<file path="src/rtl/rx_pkg.sv">
// Shared definitions for the receive-side frame controller.
package rx_pkg;

  // Frame controller states
  typedef enum logic [2:0] {
    ST_IDLE,
    ST_LEN,
    ST_PAYLOAD,
    ST_CHK,
    ST_HOLD
  } rx_state_e;

  // Error codes reported alongside err_pulse
  localparam logic [1:0] ERR_NONE = 2'b00;
  localparam logic [1:0] ERR_LEN  = 2'b01;
  localparam logic [1:0] ERR_CHK  = 2'b10;
  localparam logic [1:0] ERR_TMO  = 2'b11;

  // Default frame start byte
  localparam logic [7:0] SYNC_DEFAULT = 8'hA5;

endpackage

</file>
<file path="src/rtl/frame_buf.sv">
// Payload buffer: DEPTH x 8 register array, synchronous write, asynchronous read.
// Deliberately has no reset; contents are only meaningful while a frame is held.
module frame_buf #(
  parameter int DEPTH = 16,
  localparam int AW = $clog2(DEPTH)
) (
  input  logic          clk,
  input  logic          we,
  input  logic [AW-1:0] waddr,
  input  logic [7:0]    wdata,
  input  logic [AW-1:0] raddr,
  output logic [7:0]    rdata
);

  logic [7:0] mem_q [DEPTH];

  // Store one payload byte per write strobe
  always_ff @(posedge clk) begin
    if (we) begin
      mem_q[waddr] <= wdata;
    end
  end

  assign rdata = mem_q[raddr];

endmodule

</file>
<file path="src/rtl/rx_frame_ctrl.sv">
// Frame controller: hunts for SYNC, collects length, payload and XOR checksum,
// then holds the checked payload until the consumer accepts it.
module rx_frame_ctrl
  import rx_pkg::*;
#(
  parameter int         MAX_LEN = 16,
  parameter logic [7:0] SYNC    = SYNC_DEFAULT,
  parameter int         TIMEOUT = 1023,
  localparam int AW = $clog2(MAX_LEN),
  localparam int LW = AW + 1
) (
  input  logic          clk,
  input  logic          rst,
  input  logic          byte_valid,
  input  logic [7:0]    byte_data,
  output logic          frame_valid,
  input  logic          frame_ready,
  output logic [LW-1:0] frame_len,
  input  logic [AW-1:0] rd_addr,
  output logic [7:0]    rd_data,
  output logic          err_pulse,
  output logic [1:0]    err_code,
  output logic          overrun
);

  localparam int CW = $clog2(TIMEOUT + 1);

  localparam logic [8:0]    MAX_LEN_B = 9'(MAX_LEN);
  localparam logic [AW-1:0] IDX_ONE   = AW'(1);
  localparam logic [LW-1:0] LEN_ONE   = LW'(1);
  localparam logic [CW-1:0] CNT_ONE   = CW'(1);
  localparam logic [CW-1:0] TMO_LAST  = CW'(TIMEOUT - 1);

  rx_state_e     state_q, state_d;
  logic [LW-1:0] len_q, len_d;
  logic [AW-1:0] idx_q, idx_d;
  logic [7:0]    acc_q, acc_d;
  logic [CW-1:0] cnt_q, cnt_d;
  logic          err_pulse_q, err_pulse_d;
  logic [1:0]    err_code_q, err_code_d;
  logic          overrun_q, overrun_d;
  logic          frame_valid_q, frame_valid_d;
  logic          buf_we;
  logic          accept;
  logic          tmo_hit;
  logic          last_byte;

  assign accept    = frame_valid_q & frame_ready;
  assign tmo_hit   = (cnt_q == TMO_LAST);
  assign last_byte = ({1'b0, idx_q} == (len_q - LEN_ONE));

  frame_buf #(.DEPTH(MAX_LEN)) u_buf (
    .clk   (clk),
    .we    (buf_we),
    .waddr (idx_q),
    .wdata (byte_data),
    .raddr (rd_addr),
    .rdata (rd_data)
  );

  // Next-state, datapath and error/flag logic for the frame FSM
  always_comb begin
    state_d       = state_q;
    len_d         = len_q;
    idx_d         = idx_q;
    acc_d         = acc_q;
    cnt_d         = '0;
    err_pulse_d   = 1'b0;
    err_code_d    = ERR_NONE;
    overrun_d     = overrun_q;
    frame_valid_d = 1'b0;
    buf_we        = 1'b0;

    case (state_q)
      ST_IDLE: begin
        if (byte_valid && (byte_data == SYNC)) begin
          state_d = ST_LEN;
        end
      end

      ST_LEN: begin
        if (byte_valid) begin
          if ({1'b0, byte_data} > MAX_LEN_B) begin
            err_pulse_d = 1'b1;
            err_code_d  = ERR_LEN;
            state_d     = ST_IDLE;
          end else begin
            len_d   = LW'(byte_data);
            acc_d   = byte_data;
            idx_d   = '0;
            state_d = (byte_data == 8'h00) ? ST_CHK : ST_PAYLOAD;
          end
        end else if (tmo_hit) begin
          err_pulse_d = 1'b1;
          err_code_d  = ERR_TMO;
          state_d     = ST_IDLE;
        end else begin
          cnt_d = cnt_q + CNT_ONE;
        end
      end

      ST_PAYLOAD: begin
        if (byte_valid) begin
          buf_we = 1'b1;
          acc_d  = acc_q ^ byte_data;
          idx_d  = idx_q + IDX_ONE;
          if (last_byte) begin
            state_d = ST_CHK;
          end
        end else if (tmo_hit) begin
          err_pulse_d = 1'b1;
          err_code_d  = ERR_TMO;
          state_d     = ST_IDLE;
        end else begin
          cnt_d = cnt_q + CNT_ONE;
        end
      end

      ST_CHK: begin
        if (byte_valid) begin
          if (byte_data == acc_q) begin
            state_d = ST_HOLD;
          end else begin
            err_pulse_d = 1'b1;
            err_code_d  = ERR_CHK;
            state_d     = ST_IDLE;
          end
        end else if (tmo_hit) begin
          err_pulse_d = 1'b1;
          err_code_d  = ERR_TMO;
          state_d     = ST_IDLE;
        end else begin
          cnt_d = cnt_q + CNT_ONE;
        end
      end

      ST_HOLD: begin
        if (accept) begin
          state_d   = ST_IDLE;
          overrun_d = 1'b0;
        end else begin
          frame_valid_d = 1'b1;
          if (byte_valid) begin
            overrun_d = 1'b1;
          end
        end
      end

      default: begin
        state_d = ST_IDLE;
      end
    endcase
  end

  // State and datapath registers, cleared asynchronously by rst
  always_ff @(posedge clk or negedge rst) begin
    if (!rst) begin
      state_q       <= ST_IDLE;
      len_q         <= '0;
      idx_q         <= '0;
      acc_q         <= '0;
      cnt_q         <= '0;
      err_pulse_q   <= 1'b0;
      err_code_q    <= ERR_NONE;
      overrun_q     <= 1'b0;
      frame_valid_q <= 1'b0;
    end else begin
      state_q       <= state_d;
      len_q         <= len_d;
      idx_q         <= idx_d;
      acc_q         <= acc_d;
      cnt_q         <= cnt_d;
      err_pulse_q   <= err_pulse_d;
      err_code_q    <= err_code_d;
      overrun_q     <= overrun_d;
      frame_valid_q <= frame_valid_d;
    end
  end

  assign frame_valid = frame_valid_q;
  assign frame_len   = len_q;
  assign err_pulse   = err_pulse_q;
  assign err_code    = err_code_q;
  assign overrun     = overrun_q;

endmodule

</file>
<file path="config.mk">
export PLATFORM = sky130hd
export DESIGN_NAME = rx_frame_ctrl
export DESIGN_NICKNAME = d
export VERILOG_FILES = /design/src/rtl/rx_pkg.sv /design/src/rtl/frame_buf.sv /design/src/rtl/rx_frame_ctrl.sv
export SDC_FILE = /design/constraint.sdc
export NUM_CORES = 1
export LEC_CHECK = 0
export BUFFER_PORTS_ARGS = -buffer_cell sky130_fd_sc_hd__buf_2
export CAP_MARGIN = 0
export CORE_ASPECT_RATIO = 0.8
export CORE_UTILIZATION = 45
export DETAILED_ROUTE_END_ITERATION = 7
export REMOVE_ABC_BUFFERS = 1
export SLEW_MARGIN = 20
export SYNTH_ARGS = -nofsm -noshare
export SYNTH_HDL_FRONTEND = slang
export SYNTH_HIERARCHICAL = 1
export SYNTH_SLANG_ARGS = --single-unit
</file>
<file path="constraint.sdc">
create_clock -name clk -period 3.5 [get_ports clk]
set_clock_uncertainty 0.2 [all_clocks]
set_input_delay 0.525 -clock clk [delete_from_list [all_inputs] [get_ports clk]]
set_output_delay 0.525 -clock clk [all_outputs]
set_load 0.02 [all_outputs]
</file>
==> run metrics <==
Starting Density=46.9%; post-synth cell types=47; Critical Path RT=2770 ps; final worst slack=approximately 700 ps; P per Cell Area=slightly above 500 mW/mm^2; I/O pin cnt=34; area grow syn2layout=15.0%; TritonCTS buffer count=17; initial antenna violation count=0; drt via density=5.72; crit path launch=rd_addr[0]; Post-route DRC=0; H-tree depth=4; CP max-delay cell=mux4_2; maximum clock frequency=between 300 and 400 MHz; Worst setup SP type=input port; total power=4050 uW; Synth Area in Adders=0.733%; 1st-pass router iterations=4; Worst R2R Start=state_q[2]; post-route design area=a little under 0.008 mm^2; CTS clk-pin slew, worst paths=60 ps; GPL Wtd Cong=0.768; xor and xnor area share after synthesis=under 10%; DP Worst Slack=around 720 ps; gr ovfl total=0; period utilization=80.0%; Pleak=approximately 0.0028 uW; Main synth FF type=edfxtp_1; DRC marker count from the first detailed-route iteration=303; Crit Path Class=in2out; placed cell area=between 0.007 and 0.008 mm^2; post-synthesis mux area share=around 12%; # fillers=1181; Crit path buffers/inverters=3; Die ar.=0.0157 mm^2; Ys Warns=6; first-pass GRT wire length=22500 um; via count=3803; largest net degree at the start of global routing=36; Synth Instances=between 400 and 500; fin. max-slew vios=0; final wirelength=14300 um; Arr. time, crit path=2070 ps; register area=0.00472 mm^2; hold buffer count at cts=0; asr flop ratio synth=21.5%; simple-gate share of the synthesized area=7.61%; Post-synth top cells=edfxtp_1, dfrtp_1, nor2_1; Critical Path End Type=primary output; Std-Cell Rows=39; antenna-violating nets left=0; Max Root-Sink Buffers=2; total negative slack=0 ps; largest family of logic cells by synthesized area=multiplexers; number of diodes=0; most common cell in the netlist=edfxtp_1; # Post-CTS Setup Buffers=0; unrepaired setup endpoints after global routing=false; count of final setup violators=0; Synth Area in Compound Gates=5.52%; peak supply drop=0.000366 V; vias in the first global route=3865; register area share after synthesis=between 60 and 70%; fin nets=488; CTS root buffer=clkbuf_16; Mean Syn Cell Area=about 17 um^2; final core occ=54.0%; fraction of layout cells with a size suffix above 1=22.9%; Netlist Area Pre-Place=0.00683 mm^2; CP delay by family, top=multiplexers; Vert. Die Dim=approximately 110 um; # resized after CTS=0; Largest stage delay, worst path=530 ps; Sinks on Clock Net=around 160; largest area contributor in the netlist=edfxtp_1; slew of the pin with the lowest slew margin=about 850 ps; Max Cap Violations=0; Skew-Pair Late Insertion Delay=~410 ps; largest cells by area after synthesis=edfxtp_1, dfrtp_1, mux4_2; CTS tree=built; most frequent CP cell=buf_2; core area=0.0145 mm^2; Hold Crit Class=in2async; Post-synth EDFFs=128; wire per inst=approximately 22 um; min cycle time layout=about 2800 ps; WHS=-6.55 ps; status=complete, but fails checks; FF+latch count, synth=approximately 160; worst path cell trace=buf_2, buf_12, mux4_2, a22oi_1, nand2_1, buf_2; die width=140 um; top cell type's share of synthesized area=56.3%; multi-input logic area=between 0.0015 and 0.002 mm^2; Slew HR=between 40% and 50%; critical path peak fanout=32; total track usage=between 10% and 20%; failing checks=hold timing; I/O Buffers=33; Detailed Place HPWL=a little over 9000 um; Final Hold Viols=11
==> cell type report <==
type | instances | share of cell area [%]
Clock buffer | 20 | 5.56
Clock inverter | 12 | 1.43
Inverter | 7 | 0.335
Multi-Input combinational cell | 223 | 25.0
Sequential cell | 163 | 60.1
Tap cell | 184 | 2.93
Timing Repair Buffer | 56 | 4.62
==> layout by cell type, fill, tap and decap left out, drive strengths merged, types with 6 or more instances in the layout <==
cell type,count
clkinv,10
nor3,8
a22oi,16
xnor2,14
edfxtp,128
nand3,12
a21oi,14
inv,7
nor2,33
clkbuf,20
o21ai,10
buf,56
xor2,8
nand4,6
mux4,32
dfrtp,35
nand2,21
==> stage by stage <==
step	hold WS [ps]	std cells
floorplan	29.4	393
detailed placement	284	633
global placement	274	633
CTS	11.3	665
global route	61.6	665
finish	-6.55	665
==> report_power, final <==
group	total, uW	leakage (uW)	switching, uW	internal [uW]
Combinational	203	0.000908	129	74.6
Sequential	2100	0.00163	7.15	2100
Clock	1750	0.000279	707	1040
Total	4050	0.00282	843	3210
==> final timing paths <==
check	slack [ps]	cells after the start	endpoint
max in group asynchronous	2600	1	idx_q[1]
min	-7	1	acc_q[4]
max	700	6	rd_data[6]
min reg2reg	310	1	cnt_q[0]
min in group clk	120	2	frame_valid
max reg2reg	980	6	u_buf/mem_q[0][2]
==> metal layers <==
| metal | part of all wire (%) | GRT usage (%) | vias up |
|---|---|---|---|
| met5 | 0 | 0 | - |
| met3 | 8.4 | 5.08 | 10 |
| met2 | 45 | 30.8 | 122 |
| met1 | 46 | 28.3 | 1929 |
| met4 | 0.74 | 5.79 | 0 |
| li1 | - | - | 1742 |
==> worst reg2reg max path, stage by stage (launching register included) <==
cell and delay, ps:
dfrtp_1 450, nor2b_1 270, nand3b_1 300, clkinv_1 120, or3b_2 490, nor3_1 150, buf_4 230
==> kinds of logic after synthesis <==
logic type / Yosys count
buffers and inverters: 23
adder cells (fa/ha/maj): 4
XOR/XNOR: 22
multiplexers: 36
flip-flops: 163
AO/OA/AOI/OAI: 57
AND/OR/NAND/NOR: 104
==> sequential cells by signal, summed over array words and instances (netlist names) <==
signal,cells
acc_q,8
overrun,1
idx_q,4
err_code,2
state_q,3
frame_valid,1
cnt_q,10
err_pulse,1
u_buf/mem_q,128
frame_len,5
Note: power is estimated with default switching activity, not from simulation.
